==> src/rtl/hazard_pkg.sv <==
// Shared encodings and scoreboard slot type for the five-stage pipeline hazard unit.
package hazard_pkg;

    localparam logic [1:0] TUSE_NONE = 2'd3;

    localparam logic [1:0] WR_RD   = 2'b00;
    localparam logic [1:0] WR_RT   = 2'b01;
    localparam logic [1:0] WR_RA   = 2'b10;
    localparam logic [1:0] WR_NONE = 2'b11;

    localparam logic [1:0] FWD_RF = 2'b00;
    localparam logic [1:0] FWD_E  = 2'b01;
    localparam logic [1:0] FWD_M  = 2'b10;
    localparam logic [1:0] FWD_W  = 2'b11;

    localparam logic [4:0] REG_ZERO = 5'd0;
    localparam logic [4:0] REG_RA   = 5'd31;

    typedef struct packed {
        logic       valid;
        logic [4:0] waddr;
        logic [1:0] tnew;
    } slot_t;

    localparam slot_t SLOT_EMPTY = '{valid: 1'b0, waddr: 5'd0, tnew: 2'd0};

    // A write to $0 or no write at all resolves to $0, which the slot marks invalid.
    function automatic logic [4:0] resolve_waddr(input logic [1:0] wr_sel,
                                                 input logic [4:0] rd,
                                                 input logic [4:0] rt);
        logic [4:0] addr;
        case (wr_sel)
            WR_RD:   addr = rd;
            WR_RT:   addr = rt;
            WR_RA:   addr = REG_RA;
            default: addr = REG_ZERO;
        endcase
        return addr;
    endfunction

    function automatic logic [1:0] tnew_step(input logic [1:0] t);
        return (t == 2'd0) ? 2'd0 : t - 2'd1;
    endfunction

endpackage

==> src/rtl/hazard_operand_check.sv <==
// Resolves one source operand against the E/M/W producers: stall request and forward select.
module hazard_operand_check
    import hazard_pkg::*;
(
    input  logic [4:0] i_addr,
    input  logic [1:0] i_tuse,
    input  slot_t      i_slot_e,
    input  slot_t      i_slot_m,
    input  slot_t      i_slot_w,
    output logic       o_stall_req,
    output logic [1:0] o_sel
);

    logic       w_hit;
    logic [1:0] w_stage;
    logic [1:0] w_tnew;

    // Youngest matching producer wins, so E is searched before M before W.
    always_comb begin
        w_hit   = 1'b0;
        w_stage = FWD_RF;
        w_tnew  = 2'd0;
        if (i_slot_e.valid && (i_slot_e.waddr == i_addr)) begin
            w_hit   = 1'b1;
            w_stage = FWD_E;
            w_tnew  = i_slot_e.tnew;
        end else if (i_slot_m.valid && (i_slot_m.waddr == i_addr)) begin
            w_hit   = 1'b1;
            w_stage = FWD_M;
            w_tnew  = i_slot_m.tnew;
        end else if (i_slot_w.valid && (i_slot_w.waddr == i_addr)) begin
            w_hit   = 1'b1;
            w_stage = FWD_W;
            w_tnew  = i_slot_w.tnew;
        end
    end

    always_comb begin
        o_stall_req = 1'b0;
        o_sel       = FWD_RF;
        if ((i_addr != REG_ZERO) && (i_tuse != TUSE_NONE) && w_hit) begin
            if (w_tnew > i_tuse) begin
                o_stall_req = 1'b1;
            end else if (w_tnew == 2'd0) begin
                o_sel = w_stage;
            end
        end
    end

endmodule

==> src/rtl/hazard_scoreboard.sv <==
// E/M/W producer scoreboard with D-stage stall generation and D/E forwarding selects.
module hazard_scoreboard
    import hazard_pkg::*;
(
    input  logic       clk,
    input  logic       reset_n,
    input  logic [4:0] d_rs_addr,
    input  logic [4:0] d_rt_addr,
    input  logic [4:0] d_rd_addr,
    input  logic [1:0] d_tuse_rs,
    input  logic [1:0] d_tuse_rt,
    input  logic [1:0] d_wr_sel,
    input  logic [1:0] d_tnew_e,
    output logic       stall,
    output logic [1:0] fwd_rs_d,
    output logic [1:0] fwd_rt_d,
    output logic [1:0] fwd_rs_e,
    output logic [1:0] fwd_rt_e
);

    slot_t      r_slot_e;
    slot_t      r_slot_m;
    slot_t      r_slot_w;
    logic [4:0] r_e_rs_addr;
    logic [4:0] r_e_rt_addr;

    slot_t      w_d_entry;
    logic       w_stall_rs;
    logic       w_stall_rt;
    logic       w_unused_e_rs_stall;
    logic       w_unused_e_rt_stall;

    always_comb begin
        w_d_entry       = SLOT_EMPTY;
        w_d_entry.waddr = resolve_waddr(d_wr_sel, d_rd_addr, d_rt_addr);
        w_d_entry.valid = (w_d_entry.waddr != REG_ZERO);
        w_d_entry.tnew  = d_tnew_e;
    end

    assign stall = w_stall_rs | w_stall_rt;

    // Stage shift: W takes M (result always ready by W), M takes E with one cycle of
    // progress, E takes the D instruction or a bubble while D is held.
    always_ff @(posedge clk or negedge reset_n) begin
        if (!reset_n) begin
            r_slot_e    <= SLOT_EMPTY;
            r_slot_m    <= SLOT_EMPTY;
            r_slot_w    <= SLOT_EMPTY;
            r_e_rs_addr <= REG_ZERO;
            r_e_rt_addr <= REG_ZERO;
        end else begin
            r_slot_w.valid <= r_slot_m.valid;
            r_slot_w.waddr <= r_slot_m.waddr;
            r_slot_w.tnew  <= 2'd0;
            r_slot_m.valid <= r_slot_e.valid;
            r_slot_m.waddr <= r_slot_e.waddr;
            r_slot_m.tnew  <= tnew_step(r_slot_e.tnew);
            if (stall) begin
                r_slot_e    <= SLOT_EMPTY;
                r_e_rs_addr <= REG_ZERO;
                r_e_rt_addr <= REG_ZERO;
            end else begin
                r_slot_e    <= w_d_entry;
                r_e_rs_addr <= d_rs_addr;
                r_e_rt_addr <= d_rt_addr;
            end
        end
    end

    hazard_operand_check u_chk_rs_d (
        .i_addr      (d_rs_addr),
        .i_tuse      (d_tuse_rs),
        .i_slot_e    (r_slot_e),
        .i_slot_m    (r_slot_m),
        .i_slot_w    (r_slot_w),
        .o_stall_req (w_stall_rs),
        .o_sel       (fwd_rs_d)
    );

    hazard_operand_check u_chk_rt_d (
        .i_addr      (d_rt_addr),
        .i_tuse      (d_tuse_rt),
        .i_slot_e    (r_slot_e),
        .i_slot_m    (r_slot_m),
        .i_slot_w    (r_slot_w),
        .o_stall_req (w_stall_rt),
        .o_sel       (fwd_rt_d)
    );

    // The E operand is consumed now (Tuse 0) and can only come from M or W.
    hazard_operand_check u_chk_rs_e (
        .i_addr      (r_e_rs_addr),
        .i_tuse      (2'd0),
        .i_slot_e    (SLOT_EMPTY),
        .i_slot_m    (r_slot_m),
        .i_slot_w    (r_slot_w),
        .o_stall_req (w_unused_e_rs_stall),
        .o_sel       (fwd_rs_e)
    );

    hazard_operand_check u_chk_rt_e (
        .i_addr      (r_e_rt_addr),
        .i_tuse      (2'd0),
        .i_slot_e    (SLOT_EMPTY),
        .i_slot_m    (r_slot_m),
        .i_slot_w    (r_slot_w),
        .o_stall_req (w_unused_e_rt_stall),
        .o_sel       (fwd_rt_e)
    );

endmodule
==> config.mk <==
export PLATFORM = sky130hd
export DESIGN_NAME = hazard_scoreboard
export DESIGN_NICKNAME = d
export VERILOG_FILES = /design/src/rtl/hazard_pkg.sv /design/src/rtl/hazard_operand_check.sv /design/src/rtl/hazard_scoreboard.sv
export SDC_FILE = /design/constraint.sdc
export NUM_CORES = 1
export LEC_CHECK = 0
export CORE_MARGIN = 2
export CORE_UTILIZATION = 38
export CTS_CLUSTER_DIAMETER = 150
export CTS_CLUSTER_SIZE = 20
export DETAILED_ROUTE_END_ITERATION = 10
export PLACE_DENSITY = 0.67
export SLEW_MARGIN = 15
export SYNTH_ARGS = -nofsm -noshare
export SYNTH_HDL_FRONTEND = slang
export SYNTH_SLANG_ARGS = --single-unit
export TNS_END_PERCENT = 5
==> constraint.sdc <==
create_clock -name clk -period 3.2 [get_ports clk]
set_input_delay 0.64 -clock clk [delete_from_list [all_inputs] [get_ports clk]]
set_output_delay 0.64 -clock clk [all_outputs]
set_load 0.05 [all_outputs]
==> impl_results.md <==
* Vias at ~1800
* Crit path cell chain: buf_4 > xor2_1 > nor4_2 > nand3_1 > nor2_2 > a22o_1 > ha_1 > nor2b_1 > o21ai_1 > nor2b_1 > o31a_1 > or2_4 > buf_12
* # port buffers at 33
* Crit-path max FO at 3
* Synthesized area per cell at 10.28 sq um
* Vias in the first global route at 1863
* Die width at approximately 78 microns
* Routed wire length at 5288 microns
* CP Capture Type: output port
* Largest net degree at the start of global routing at 33
* CP Class: in2out
* Initial Utilization at 38.74%
* Hold Slack at 0.4002 ns
* Worst-path clk slew at 0.06 ns
* Worst Clk Skew at 0.007437 ns
* Max rail drop VDD at approximately 0.28 mV
* Final setup fails at 5
* Net count after synthesis at 234
* Least-Margin Pin Slew at around 0.5 ns
* All-Layer GR Usage at 18.57%
* N_diodes at 0
* Synth unique cells at 39
* Switching power at 0.3174 mW
* Fmax at about 280 MHz
* RSZ-0062 raised after global routing: yes
* IO Pins at 34
* Async SR Flop Fraction at 100.0%
* DRC at 0
* Worst min-delay path class: reg2reg
* Clock network fraction of total power at around 28%
* YS warnings at 0
* DPL Wire Length at around 4000 microns
* Post-route cell area at 0.002934 sq mm
* Leakage Power at ~1.3 nW
* DRT iter0 DRCs at 56
* Switching part of the total at 30.31%
* Failing checks: negative setup slack
* Clk root buf: clkbuf_8
* GRT Residual Overflow at 0
* Outcome: finished, violations left
* Vias per inst at 5.124
* CTS Sinks at 32
* Mapped Area at about 0.0021 sq mm
* Overall power at 1.047 mW
* Fraction of layout cells with a size suffix above 1 at 32.73%
* Logic gate share of total power at 26.4%
* Critical path's most frequent cell: nor2b_1
* Area post-placement at 0.002741 sq mm
* Cts bufs inserted at 5
* Final worst setup slack at -0.3406 ns
* Critical path's largest stage delay at 0.31 ns
* Post-synth EDFFs at 0
* Setup crit start kind: primary input
* Gpl congestion at roughly 0.86
* Int Power at roughly 0.73 mW
* Worst skew pair latency at around 0.28 ns
* Hold Vio Cnt, Final at 0
* Pre-Repair DR Iteration Count at 4
* Synthesis-stage register bit count at 32
* Seq pwr share at 45.9%
* Min Tclk post-route at approximately 3.5 ns
* Clock buffer depth at 2
* Area Overhead vs Synth at 39.25%
* Gate Count Post-Synth at 205
* Detail Route Antenna Nets at 0
* Period utilization at 110.6%
* Slew HR at 66.75%
* CP required at 2.56 ns
* Final Max Tran Viols at 0
* Die area at 0.006157 sq mm
* CTS tree: done
* Register area share after synthesis at 38.00%
* Filler Cell Count at 489
* Std cell rows at 27
* Nets at between 300 and 400
* Core Box Area at 0.005439 sq mm
* Crit path DAT at roughly 2.9 ns
* First-pass GRT wire length at 8825 microns
* Max-cap violation count at 0
* Routed WL per cell at 15.24 microns
* CTS H-Tree Depth at 2
* Initial antenna violation count at 0
* Dominant synthesized flop cell: dfrtp_1
* Power Density at 356.9 mW/mm^2
* Die Height at 78.47 microns
* CP max-delay cell: nor4_2
[kinds of logic after synthesis]
| kind of cell | Yosys count | synth area share [%] |
|---|---|---|
| buffers and inverters | 14 | 6.651 |
| and+or+nand+nor | 78 | 23.22 |
| AOI/OAI and AO/OA | 25 | 8.017 |
| muxes | 2 | 0.9502 |
| xor gates and xnor gates | 50 | 20.78 |
| DFF | 32 | 38.00 |
| adders and majority gates | 4 | 2.375 |
[through the flow]
stage,worst slack [ns],std cells,util [%],setup TNS [ns]
global placement,-0.8323,328,50.40,-8.524
detailed placement,-0.8810,328,50.40,-9.587
CTS,-0.3573,347,53.62,-1.350
global route,-0.4714,347,53.95,-1.923
floorplan,-0.1667,205,-,-0.7785
finish,-0.3406,347,53.95,-1.276
[area by class of cell]
| type | instances | area (sq um) | area share, % |
|---|---|---|---|
| Multi-Input combinational cell | 159 | 1269 | 43.24 |
| Sequential cell | 32 | 800.8 | 27.29 |
| Timing Repair Buffer | 74 | 681.9 | 23.24 |
| Tap cell | 72 | 90.09 | 3.070 |
| Clock buffer | 5 | 68.82 | 2.345 |
| Clock inverter | 2 | 12.51 | 0.4264 |
| Inverter | 3 | 11.26 | 0.3838 |
[metal layers]
layer	up-vias	wire length (microns)	track usage, %
li1	854	-	-
met1	858	2213	21.92
met2	58	2742	33.02
met3	8	244	4.138
met4	0	87	6.667
met5	-	0	0
[worst paths after layout]
kind / from / to / slack [ns] / cells past startpoint
worst max-delay path: d_rs_addr[1] / stall / -0.34 / 13
worst min-delay path: r_slot_e[7] / r_slot_m[7] / 0.40 / 0
worst max register to register: r_slot_m[4] / r_e_rt_addr[1] / 0.43 / 12
worst min register to register: r_slot_e[7] / r_slot_m[7] / 0.40 / 0
max in group asynchronous: reset_n / r_slot_w[3] / 2.17 / 2
min in group asynchronous: reset_n / r_slot_m[2] / 0.74 / 2
[flip-flops by register name (all words and copies together), names as in the netlist]
name	flops
r_slot_e	8
r_e_rs_addr	5
r_e_rt_addr	5
r_slot_m	8
r_slot_w	6
[synthesized netlist by cell type (3+ instances only)]
library cell  count  area, sq um
nor4_1           10        62.56
nor2b_1           4        25.02
and3_1            5        31.28
xor2_1           36        315.3
a21oi_1          10        50.05
inv_1             3        11.26
nand2_1           5        18.77
xnor2_1          14        122.6
nor2_1           18        67.56
nor3b_1           8        60.06
dfrtp_1          32        800.8
nor3_2            5        50.05
o21ai_0           3        15.01
nand3_1           3        15.01
ha_1              4        50.05
nor3_1            4        20.02
buf_6             7        78.83
nor3b_2           5        62.56
a22oi_1           3        22.52
[power by group through the flow]
stage	clock (mW)	sequential (mW)	combinational, mW
final	0.290	0.480	0.277
after global routing	0.318	0.485	0.303
after CTS	0.295	0.479	0.278
after detailed placement	0	0.488	0.264
after global placement	0	0.487	0.260
after floorplan	0	0.480	0.157
[critical path: cells and delay by family]
family | cells | cell delay, ns
and+or+nand+nor | 6 | 1.13
AOI/OAI and AO/OA | 3 | 0.47
buffers and inverters | 2 | 0.28
adders and majority gates | 1 | 0.24
xor gates and xnor gates | 1 | 0.15
[cell usage in the layout (no fill, tap or decap), types with 6 or more instances in the layout]
cell / netlist / routed
buf_4: 2 / 40
xor2_1: 36 / 36
dfrtp_1: 32 / 32
clkdlybuf4s50_1: 0 / 18
nor2_1: 18 / 16
xnor2_1: 14 / 14
nor4_1: 10 / 8
nor3b_1: 8 / 8
a21oi_1: 10 / 6
[timing repair]
action / CTS / global route
setup buffers: 12 / 0
resized for setup: 43 / 6
hold buffers: 0 / 0
pin swaps: 15 / 6
endpoints found under the setup margin: 23 / 6
No activity file was read; power rests on OpenSTA's default activity.
